<file path="src/rtl/regbank_pkg.sv">
// Shared constants for the register-bank writeback scheduler: default geometry,
// grant encoding and scoreboard counter limit.
package regbank_pkg;

  localparam int unsigned DEPTH_DEF     = 15;
  localparam int unsigned WIDTH_DEF     = 8;
  localparam int unsigned ADD_WIDTH_DEF = 5;
  localparam int unsigned CNT_W_DEF     = 2;

  localparam int unsigned REG_ZERO = 0;

  localparam logic GNT_ALU = 1'b0;
  localparam logic GNT_MEM = 1'b1;

  localparam int unsigned CNT_MAX = (1 << CNT_W_DEF) - 1;

endpackage

</file>
<file path="src/rtl/regbank_wb_scheduler_if.sv">
// Writeback, scoreboard-mark, hazard and register-bank write signals of the scheduler.
interface regbank_wb_scheduler_if #(
  parameter int unsigned WIDTH     = regbank_pkg::WIDTH_DEF,
  parameter int unsigned ADD_WIDTH = regbank_pkg::ADD_WIDTH_DEF
);

  logic                 alu_valid;
  logic                 alu_ready;
  logic [ADD_WIDTH-1:0] alu_reg;
  logic [WIDTH-1:0]     alu_data;

  logic                 mem_valid;
  logic                 mem_ready;
  logic [ADD_WIDTH-1:0] mem_reg;
  logic [WIDTH-1:0]     mem_data;

  logic                 mark_valid;
  logic                 mark_ready;
  logic [ADD_WIDTH-1:0] mark_reg;

  logic [ADD_WIDTH-1:0] rd_reg1;
  logic [ADD_WIDTH-1:0] rd_reg2;
  logic                 stall;

  logic                 w_en;
  logic [ADD_WIDTH-1:0] w_reg;
  logic [WIDTH-1:0]     w_data;
  logic                 err;

  // Pipeline side: requesters, decode and the register bank.
  modport master (
    output alu_valid, alu_reg, alu_data,
    output mem_valid, mem_reg, mem_data,
    output mark_valid, mark_reg, rd_reg1, rd_reg2,
    input  alu_ready, mem_ready, mark_ready, stall,
    input  w_en, w_reg, w_data, err
  );

  modport slave (
    input  alu_valid, alu_reg, alu_data,
    input  mem_valid, mem_reg, mem_data,
    input  mark_valid, mark_reg, rd_reg1, rd_reg2,
    output alu_ready, mem_ready, mark_ready, stall,
    output w_en, w_reg, w_data, err
  );

endinterface

</file>
<file path="src/rtl/regbank_scoreboard.sv">
// Per-register pending-write counters: incremented by decode marks, decremented when
// the registered write lands; drives the decode read-hazard stall and mark_ready.
module regbank_scoreboard
  import regbank_pkg::*;
#(
  parameter int unsigned DEPTH     = DEPTH_DEF,
  parameter int unsigned ADD_WIDTH = ADD_WIDTH_DEF,
  parameter int unsigned CNT_W     = CNT_W_DEF
) (
  input  logic                 clk,
  input  logic                 rst_n,
  input  logic                 mark_valid_i,
  input  logic [ADD_WIDTH-1:0] mark_reg_i,
  output logic                 mark_ready_o,
  input  logic                 clr_en_i,
  input  logic [ADD_WIDTH-1:0] clr_reg_i,
  input  logic [ADD_WIDTH-1:0] rd_reg1_i,
  input  logic [ADD_WIDTH-1:0] rd_reg2_i,
  output logic                 stall_o
);

  // One slot per encodable address so any index is legal; slots outside 1..DEPTH-1
  // are tied to zero and drop out in synthesis.
  localparam int unsigned NumSlots = 2 ** ADD_WIDTH;
  localparam logic [ADD_WIDTH-1:0] DepthA = ADD_WIDTH'(DEPTH);
  localparam logic [ADD_WIDTH-1:0] RegZeroA = ADD_WIDTH'(REG_ZERO);
  localparam logic [CNT_W-1:0] CntMax = CNT_W'((1 << CNT_W) - 1);

  logic [CNT_W-1:0] cnt_q [NumSlots];
  logic [CNT_W-1:0] cnt_d [NumSlots];
  logic             mark_inc;

  function automatic logic in_range(input logic [ADD_WIDTH-1:0] r);
    return (r != RegZeroA) && (r < DepthA);
  endfunction

  always_comb begin
    mark_ready_o = !(in_range(mark_reg_i) && (cnt_q[mark_reg_i] == CntMax));
    mark_inc     = mark_valid_i && mark_ready_o && in_range(mark_reg_i);
    stall_o      = (in_range(rd_reg1_i) && (cnt_q[rd_reg1_i] != '0)) ||
                   (in_range(rd_reg2_i) && (cnt_q[rd_reg2_i] != '0));
  end

  always_comb begin
    for (int i = 0; i < NumSlots; i++) begin
      cnt_d[i] = cnt_q[i];
      if ((i >= 1) && (i < DEPTH)) begin
        logic inc;
        logic dec;
        inc = mark_inc && (mark_reg_i == ADD_WIDTH'(i));
        dec = clr_en_i && (clr_reg_i == ADD_WIDTH'(i));
        if (inc && !dec) begin
          cnt_d[i] = cnt_q[i] + CNT_W'(1);
        end else if (dec && !inc && (cnt_q[i] != '0)) begin
          // Writes without a prior mark leave an empty counter at zero.
          cnt_d[i] = cnt_q[i] - CNT_W'(1);
        end
      end else begin
        cnt_d[i] = '0;
      end
    end
  end

  always_ff @(posedge clk or negedge rst_n) begin
    if (!rst_n) begin
      for (int i = 0; i < NumSlots; i++) begin
        cnt_q[i] <= '0;
      end
    end else begin
      for (int i = 0; i < NumSlots; i++) begin
        cnt_q[i] <= cnt_d[i];
      end
    end
  end

endmodule

</file>
<file path="src/rtl/regbank_wb_scheduler.sv">
// Round-robin writeback arbiter between ALU and load stages, owning the single
// registered register-bank write port, the sticky address error and the scoreboard.
module regbank_wb_scheduler
  import regbank_pkg::*;
#(
  parameter int unsigned DEPTH     = DEPTH_DEF,
  parameter int unsigned WIDTH     = WIDTH_DEF,
  parameter int unsigned ADD_WIDTH = ADD_WIDTH_DEF,
  parameter int unsigned CNT_W     = CNT_W_DEF
) (
  input logic                  clk,
  input logic                  rst_n,
  regbank_wb_scheduler_if.slave bus
);

  localparam logic [ADD_WIDTH-1:0] DepthA = ADD_WIDTH'(DEPTH);
  localparam logic [ADD_WIDTH-1:0] RegZeroA = ADD_WIDTH'(REG_ZERO);

  logic                 gnt_alu;
  logic                 gnt_mem;
  logic                 accept;
  logic                 wr_ok;
  logic                 req_oob;
  logic                 mark_oob;
  logic [ADD_WIDTH-1:0] sel_reg;
  logic [WIDTH-1:0]     sel_data;

  // rr_q names the requester that wins the next contended cycle.
  logic                 rr_q, rr_d;
  logic                 w_en_q, w_en_d;
  logic [ADD_WIDTH-1:0] w_reg_q, w_reg_d;
  logic [WIDTH-1:0]     w_data_q, w_data_d;
  logic                 err_q, err_d;

  always_comb begin
    gnt_alu  = bus.alu_valid && (!bus.mem_valid || (rr_q == GNT_ALU));
    gnt_mem  = bus.mem_valid && !gnt_alu;
    accept   = gnt_alu || gnt_mem;
    sel_reg  = gnt_mem ? bus.mem_reg : bus.alu_reg;
    sel_data = gnt_mem ? bus.mem_data : bus.alu_data;
    wr_ok    = accept && (sel_reg != RegZeroA) && (sel_reg < DepthA);
    req_oob  = accept && (sel_reg >= DepthA);
    mark_oob = bus.mark_valid && (bus.mark_reg >= DepthA);

    rr_d = rr_q;
    if (bus.alu_valid && bus.mem_valid) begin
      rr_d = gnt_alu ? GNT_MEM : GNT_ALU;
    end

    w_en_d   = wr_ok;
    w_reg_d  = wr_ok ? sel_reg : w_reg_q;
    w_data_d = wr_ok ? sel_data : w_data_q;
    err_d    = err_q || req_oob || mark_oob;
  end

  always_ff @(posedge clk or negedge rst_n) begin
    if (!rst_n) begin
      rr_q     <= GNT_ALU;
      w_en_q   <= 1'b0;
      w_reg_q  <= '0;
      w_data_q <= '0;
      err_q    <= 1'b0;
    end else begin
      rr_q     <= rr_d;
      w_en_q   <= w_en_d;
      w_reg_q  <= w_reg_d;
      w_data_q <= w_data_d;
      err_q    <= err_d;
    end
  end

  assign bus.alu_ready = gnt_alu;
  assign bus.mem_ready = gnt_mem;
  assign bus.w_en      = w_en_q;
  assign bus.w_reg     = w_reg_q;
  assign bus.w_data    = w_data_q;
  assign bus.err       = err_q;

  regbank_scoreboard #(
    .DEPTH     (DEPTH),
    .ADD_WIDTH (ADD_WIDTH),
    .CNT_W     (CNT_W)
  ) u_scoreboard (
    .clk          (clk),
    .rst_n        (rst_n),
    .mark_valid_i (bus.mark_valid),
    .mark_reg_i   (bus.mark_reg),
    .mark_ready_o (bus.mark_ready),
    .clr_en_i     (w_en_q),
    .clr_reg_i    (w_reg_q),
    .rd_reg1_i    (bus.rd_reg1),
    .rd_reg2_i    (bus.rd_reg2),
    .stall_o      (bus.stall)
  );

endmodule
</file>
<file path="src/flat_wrapper.sv">
// flat-port wrapper written by rule: the top's interface ports become plain ports
module regbank_wb_scheduler_flat import regbank_pkg::*;
#(
  parameter int unsigned DEPTH     = DEPTH_DEF,
  parameter int unsigned WIDTH     = WIDTH_DEF,
  parameter int unsigned ADD_WIDTH = ADD_WIDTH_DEF,
  parameter int unsigned CNT_W     = CNT_W_DEF
)
  (clk, rst_n, bus_alu_valid, bus_alu_reg, bus_alu_data, bus_mem_valid, bus_mem_reg, bus_mem_data, bus_mark_valid, bus_mark_reg, bus_rd_reg1, bus_rd_reg2, bus_alu_ready, bus_mem_ready, bus_mark_ready, bus_stall, bus_w_en, bus_w_reg, bus_w_data, bus_err);
  regbank_wb_scheduler_if #(.WIDTH(WIDTH), .ADD_WIDTH(ADD_WIDTH)) bus_i ();
  input logic clk;
  input logic rst_n;
  input wire logic [$bits(bus_i.alu_valid)-1:0] bus_alu_valid;
  input wire logic [$bits(bus_i.alu_reg)-1:0] bus_alu_reg;
  input wire logic [$bits(bus_i.alu_data)-1:0] bus_alu_data;
  input wire logic [$bits(bus_i.mem_valid)-1:0] bus_mem_valid;
  input wire logic [$bits(bus_i.mem_reg)-1:0] bus_mem_reg;
  input wire logic [$bits(bus_i.mem_data)-1:0] bus_mem_data;
  input wire logic [$bits(bus_i.mark_valid)-1:0] bus_mark_valid;
  input wire logic [$bits(bus_i.mark_reg)-1:0] bus_mark_reg;
  input wire logic [$bits(bus_i.rd_reg1)-1:0] bus_rd_reg1;
  input wire logic [$bits(bus_i.rd_reg2)-1:0] bus_rd_reg2;
  output wire logic [$bits(bus_i.alu_ready)-1:0] bus_alu_ready;
  output wire logic [$bits(bus_i.mem_ready)-1:0] bus_mem_ready;
  output wire logic [$bits(bus_i.mark_ready)-1:0] bus_mark_ready;
  output wire logic [$bits(bus_i.stall)-1:0] bus_stall;
  output wire logic [$bits(bus_i.w_en)-1:0] bus_w_en;
  output wire logic [$bits(bus_i.w_reg)-1:0] bus_w_reg;
  output wire logic [$bits(bus_i.w_data)-1:0] bus_w_data;
  output wire logic [$bits(bus_i.err)-1:0] bus_err;
  assign bus_i.alu_valid = bus_alu_valid;
  assign bus_i.alu_reg = bus_alu_reg;
  assign bus_i.alu_data = bus_alu_data;
  assign bus_i.mem_valid = bus_mem_valid;
  assign bus_i.mem_reg = bus_mem_reg;
  assign bus_i.mem_data = bus_mem_data;
  assign bus_i.mark_valid = bus_mark_valid;
  assign bus_i.mark_reg = bus_mark_reg;
  assign bus_i.rd_reg1 = bus_rd_reg1;
  assign bus_i.rd_reg2 = bus_rd_reg2;
  assign bus_alu_ready = bus_i.alu_ready;
  assign bus_mem_ready = bus_i.mem_ready;
  assign bus_mark_ready = bus_i.mark_ready;
  assign bus_stall = bus_i.stall;
  assign bus_w_en = bus_i.w_en;
  assign bus_w_reg = bus_i.w_reg;
  assign bus_w_data = bus_i.w_data;
  assign bus_err = bus_i.err;
  regbank_wb_scheduler #(.DEPTH(DEPTH), .WIDTH(WIDTH), .ADD_WIDTH(ADD_WIDTH), .CNT_W(CNT_W)) u_core (.clk(clk), .rst_n(rst_n), .bus(bus_i));
endmodule
</file>
<file path="config.mk">
export PLATFORM = sky130hd
export DESIGN_NAME = regbank_wb_scheduler_flat
export DESIGN_NICKNAME = d
export VERILOG_FILES = /design/src/rtl/regbank_pkg.sv /design/src/rtl/regbank_wb_scheduler_if.sv /design/src/rtl/regbank_scoreboard.sv /design/src/rtl/regbank_wb_scheduler.sv /design/src/flat_wrapper.sv
export SDC_FILE = /design/constraint.sdc
export NUM_CORES = 1
export LEC_CHECK = 0
export ABC_AREA = 1
export BUFFER_PORTS_ARGS = -buffer_cell sky130_fd_sc_hd__clkbuf_2
export CAP_MARGIN = 20
export CORE_MARGIN = 4
export CORE_UTILIZATION = 50
export CTS_CLUSTER_SIZE = 20
export DETAILED_ROUTE_END_ITERATION = 6
export PLACE_DENSITY = 0.85
export SLEW_MARGIN = 20
export SYNTH_ARGS = -nofsm -noshare
export SYNTH_HDL_FRONTEND = slang
export SYNTH_SLANG_ARGS = --single-unit
</file>
<file path="constraint.sdc">
create_clock -name clk -period 2.3 [get_ports clk]
set_input_delay 0.46 -clock clk [delete_from_list [all_inputs] [get_ports clk]]
set_output_delay 0.46 -clock clk [all_outputs]
set_load 0.01 [all_outputs]
</file>
==> results_dict.tcl <==
set metrics [dict create \
    insertedDiodeCount 0 \
    firstDrtPassIters 7 \
    path_class "primary input to output pin" \
    drv_cap 0 \
    clk_pin_slew_ps 100 \
    drive_above_1_share_pct 19.9 \
    ctsHtreeMaxLevel 2 \
    ios 65 \
    critPathMaxStageDelay_ps 210 \
    worstMarginPinSlew_ps 672 \
    critPathLaunchType "primary input" \
    dieArea_um2 8010 \
    grt_pass1_wl_mm 16.2 \
    synth_cell_types 30 \
    slew_headroom_pct 55.2 \
    synth_edf_count 0 \
    grtUsageTotal_pct 25.9 \
    ctsHoldBuffers 0 \
    ys_async_sr_fraction_pct 100 \
    multiInputGateArea_um2 1930 \
    fin_skew_ps 12.9 \
    nets 653 \
    ir_drop_uv 470 \
    p_leak_nw 2.08 \
    slew_violations 0 \
    routed_wl_mm 10.1 \
    drc 0 \
    grt_pass1_vias 3623 \
    ff_latch_area_um2 1110 \
    synth-seq-cells 44 \
    io_buffers 64 \
    ant_nets 0 \
    arrival_ps 1750 \
    cts_tree "built" \
    synth.area.top_cells "dfrtp_1 33%, nand2_1 22%, nand3_1 7.7%" \
    crit_required_ps 1840 \
    yosysMostFrequentCell "nand2_1" \
    placed_area_um2 3750 \
    crit_path_max_fanout 9 \
    worst_setup_path_end_kind "output pin" \
    syn_to_final_growth_pct 17.8 \
    start_util_pct 52.0 \
    fin_area_um2 3910 \
    syn-num-nets 578 \
    cts.sinks 44 \
    syn_inst 532 \
    core_um2 6390 \
    cts_root_buffer "clkbuf_8" \
    fin_crit_sh_pct 96.0 \
    viasPerCell 5.62 \
    clock_path_buffers 2 \
    yosysTopAreaCellShare_pct 33.1 \
    hold_path.class "primary input to async pin" \
    yosysWarnings 0 \
    r2r_start "u_core.u_scoreboard.cnt_q[46]$_DFFE_PN0P_" \
    avgSynthCellArea_um2 6.24 \
    post_cts_buffers 0 \
    die_w_um 89.5 \
    seq_area_frac_synth_pct 33.1 \
    synth_common_cells "194 x nand2_1, 67 x nor2_1, 55 x inv_1" \
    grt_max_degree 29 \
    wl_per_cell_um 14.7 \
    num_rows 29 \
    dieHeight_um 89.5 \
    yosysTopAreaCell "dfrtp_1" \
    cellPowerDensity_nw_per_um2 819 \
    cts_inserted_buffers 5 \
    dpl.hpwl_mm 7.63 \
    max_freq_mhz 453 \
    fin_crit_ps 2210 \
    grt_antenna_before_repair 0 \
    fillers 614 \
    whs_ps 165 \
    startpoint "bus_mark_reg[1]" \
    synth_flop_cell "dfrtp_1" \
    clkLatencyLatePin_ps 310 \
    setup_violations 0 \
    critical_path.cell_chain "clkbuf_2 -> inv_2 -> nor2_1 -> nand2_1 -> nand3_1 -> nand2_1 -> nand4_1 -> nand2_2 -> clkbuf_2" \
    syn-cell-area_um2 3320 \
    gp_congestion 1.02 \
    grt_overflow 0 \
    slowest_stage "clkbuf_2" \
    vias 3853 \
    finalHoldViolCount 0 \
    first_iter_violations 343 \
    largest_register_ffs 28 \
    status "completed" \
]
==> timing repair <==
| item | in CTS | in global routing |
|---|---|---|
| endpoints found under the hold margin | 0 | 0 |
| gates resized for setup | 0 | 17 |
| endpoints found under the setup margin | 0 | 17 |
==> final timing paths <==
kind,to,slack [ps],cells past startpoint
min,u_core.u_scoreboard.cnt_q[48]$_DFFE_PN0P_,170,1
min reg2reg,u_core.bus.w_data[0]$_DFFE_PN0P_,490,2
min in group clk,u_core.bus.err$_DFF_PN0_,420,3
max in group asynchronous,u_core.u_scoreboard.cnt_q[50]$_DFFE_PN0P_,1510,2
max,bus_mark_ready,90,9
max reg2reg,u_core.u_scoreboard.cnt_q[38]$_DFFE_PN0P_,250,12
==> cells in the final DEF, fill, tap and decap left out, drive strengths merged, types with 2 or more instances in the layout <==
master	Yosys	layout
dfrtp	44	44
clkbuf	1	68
nor3	11	11
inv	60	61
nor2	70	71
nand4	16	16
a31oi	2	2
o21ai	30	30
nand2	198	198
o21bai	10	10
o22ai	6	6
buf	11	16
a21oi	10	10
nand3	58	58
==> routing by layer <==
metal  wire length (um)  track usage [%]  vias up
met3                848             4.24       42
met1               4070             32.5     1736
met4                375             13.0        0
li1                   -                -     1867
met2               4770             43.1      208
met5                  0                0        -
==> logic make-up (layout without fill, tap and decap cells) <==
kind of cell           count (synthesis)  count (layout)  synth area share [%]
and+or+nand+nor                      354             355                  45.6
buffers and inverters                 72             147                  10.1
DFF                                   44              44                  33.1
AOI/OAI and AO/OA                     62              62                  11.1
==> final cells by class <==
type / count / share of cell area, %
flip-flops and latches: 44 / 28.3
clock inverters: 3 / 1.18
inverters: 60 / 5.88
repair buffers: 79 / 11.1
well taps: 77 / 2.46
multi-input cells: 417 / 49.4
clock buffers: 5 / 1.76
==> worst max-delay path, delay by kind of cell <==
kind                   cells  cell delay, ps
and+or+nand+nor            6             780
buffers and inverters      3             490
==> where the power goes <==
part	leakage (nW)	switching, W	internal [W]	total (W)
logic	1.48	0.000690	0.000477	0.00117
clock network	0.0548	0.000311	0.000328	0.000639
registers	0.549	0.000387	0.00101	0.00140
==> metrics by stage <==
stage                     total power (W)  worst slack (ps)  instances  utilization (%)  setup TNS [ps]
final                             0.00320              92.5        685             61.3               0
after global routing              0.00343             -10.1        685             61.3           -10.1
after CTS                         0.00311              8.25        684             60.5               0
after detailed placement          0.00248              -233        676             58.7           -2900
after global placement            0.00243              -120        676             58.7           -1510
after floorplan                   0.00203               432        532                -               0
Power figures use the tool's default switching activity.
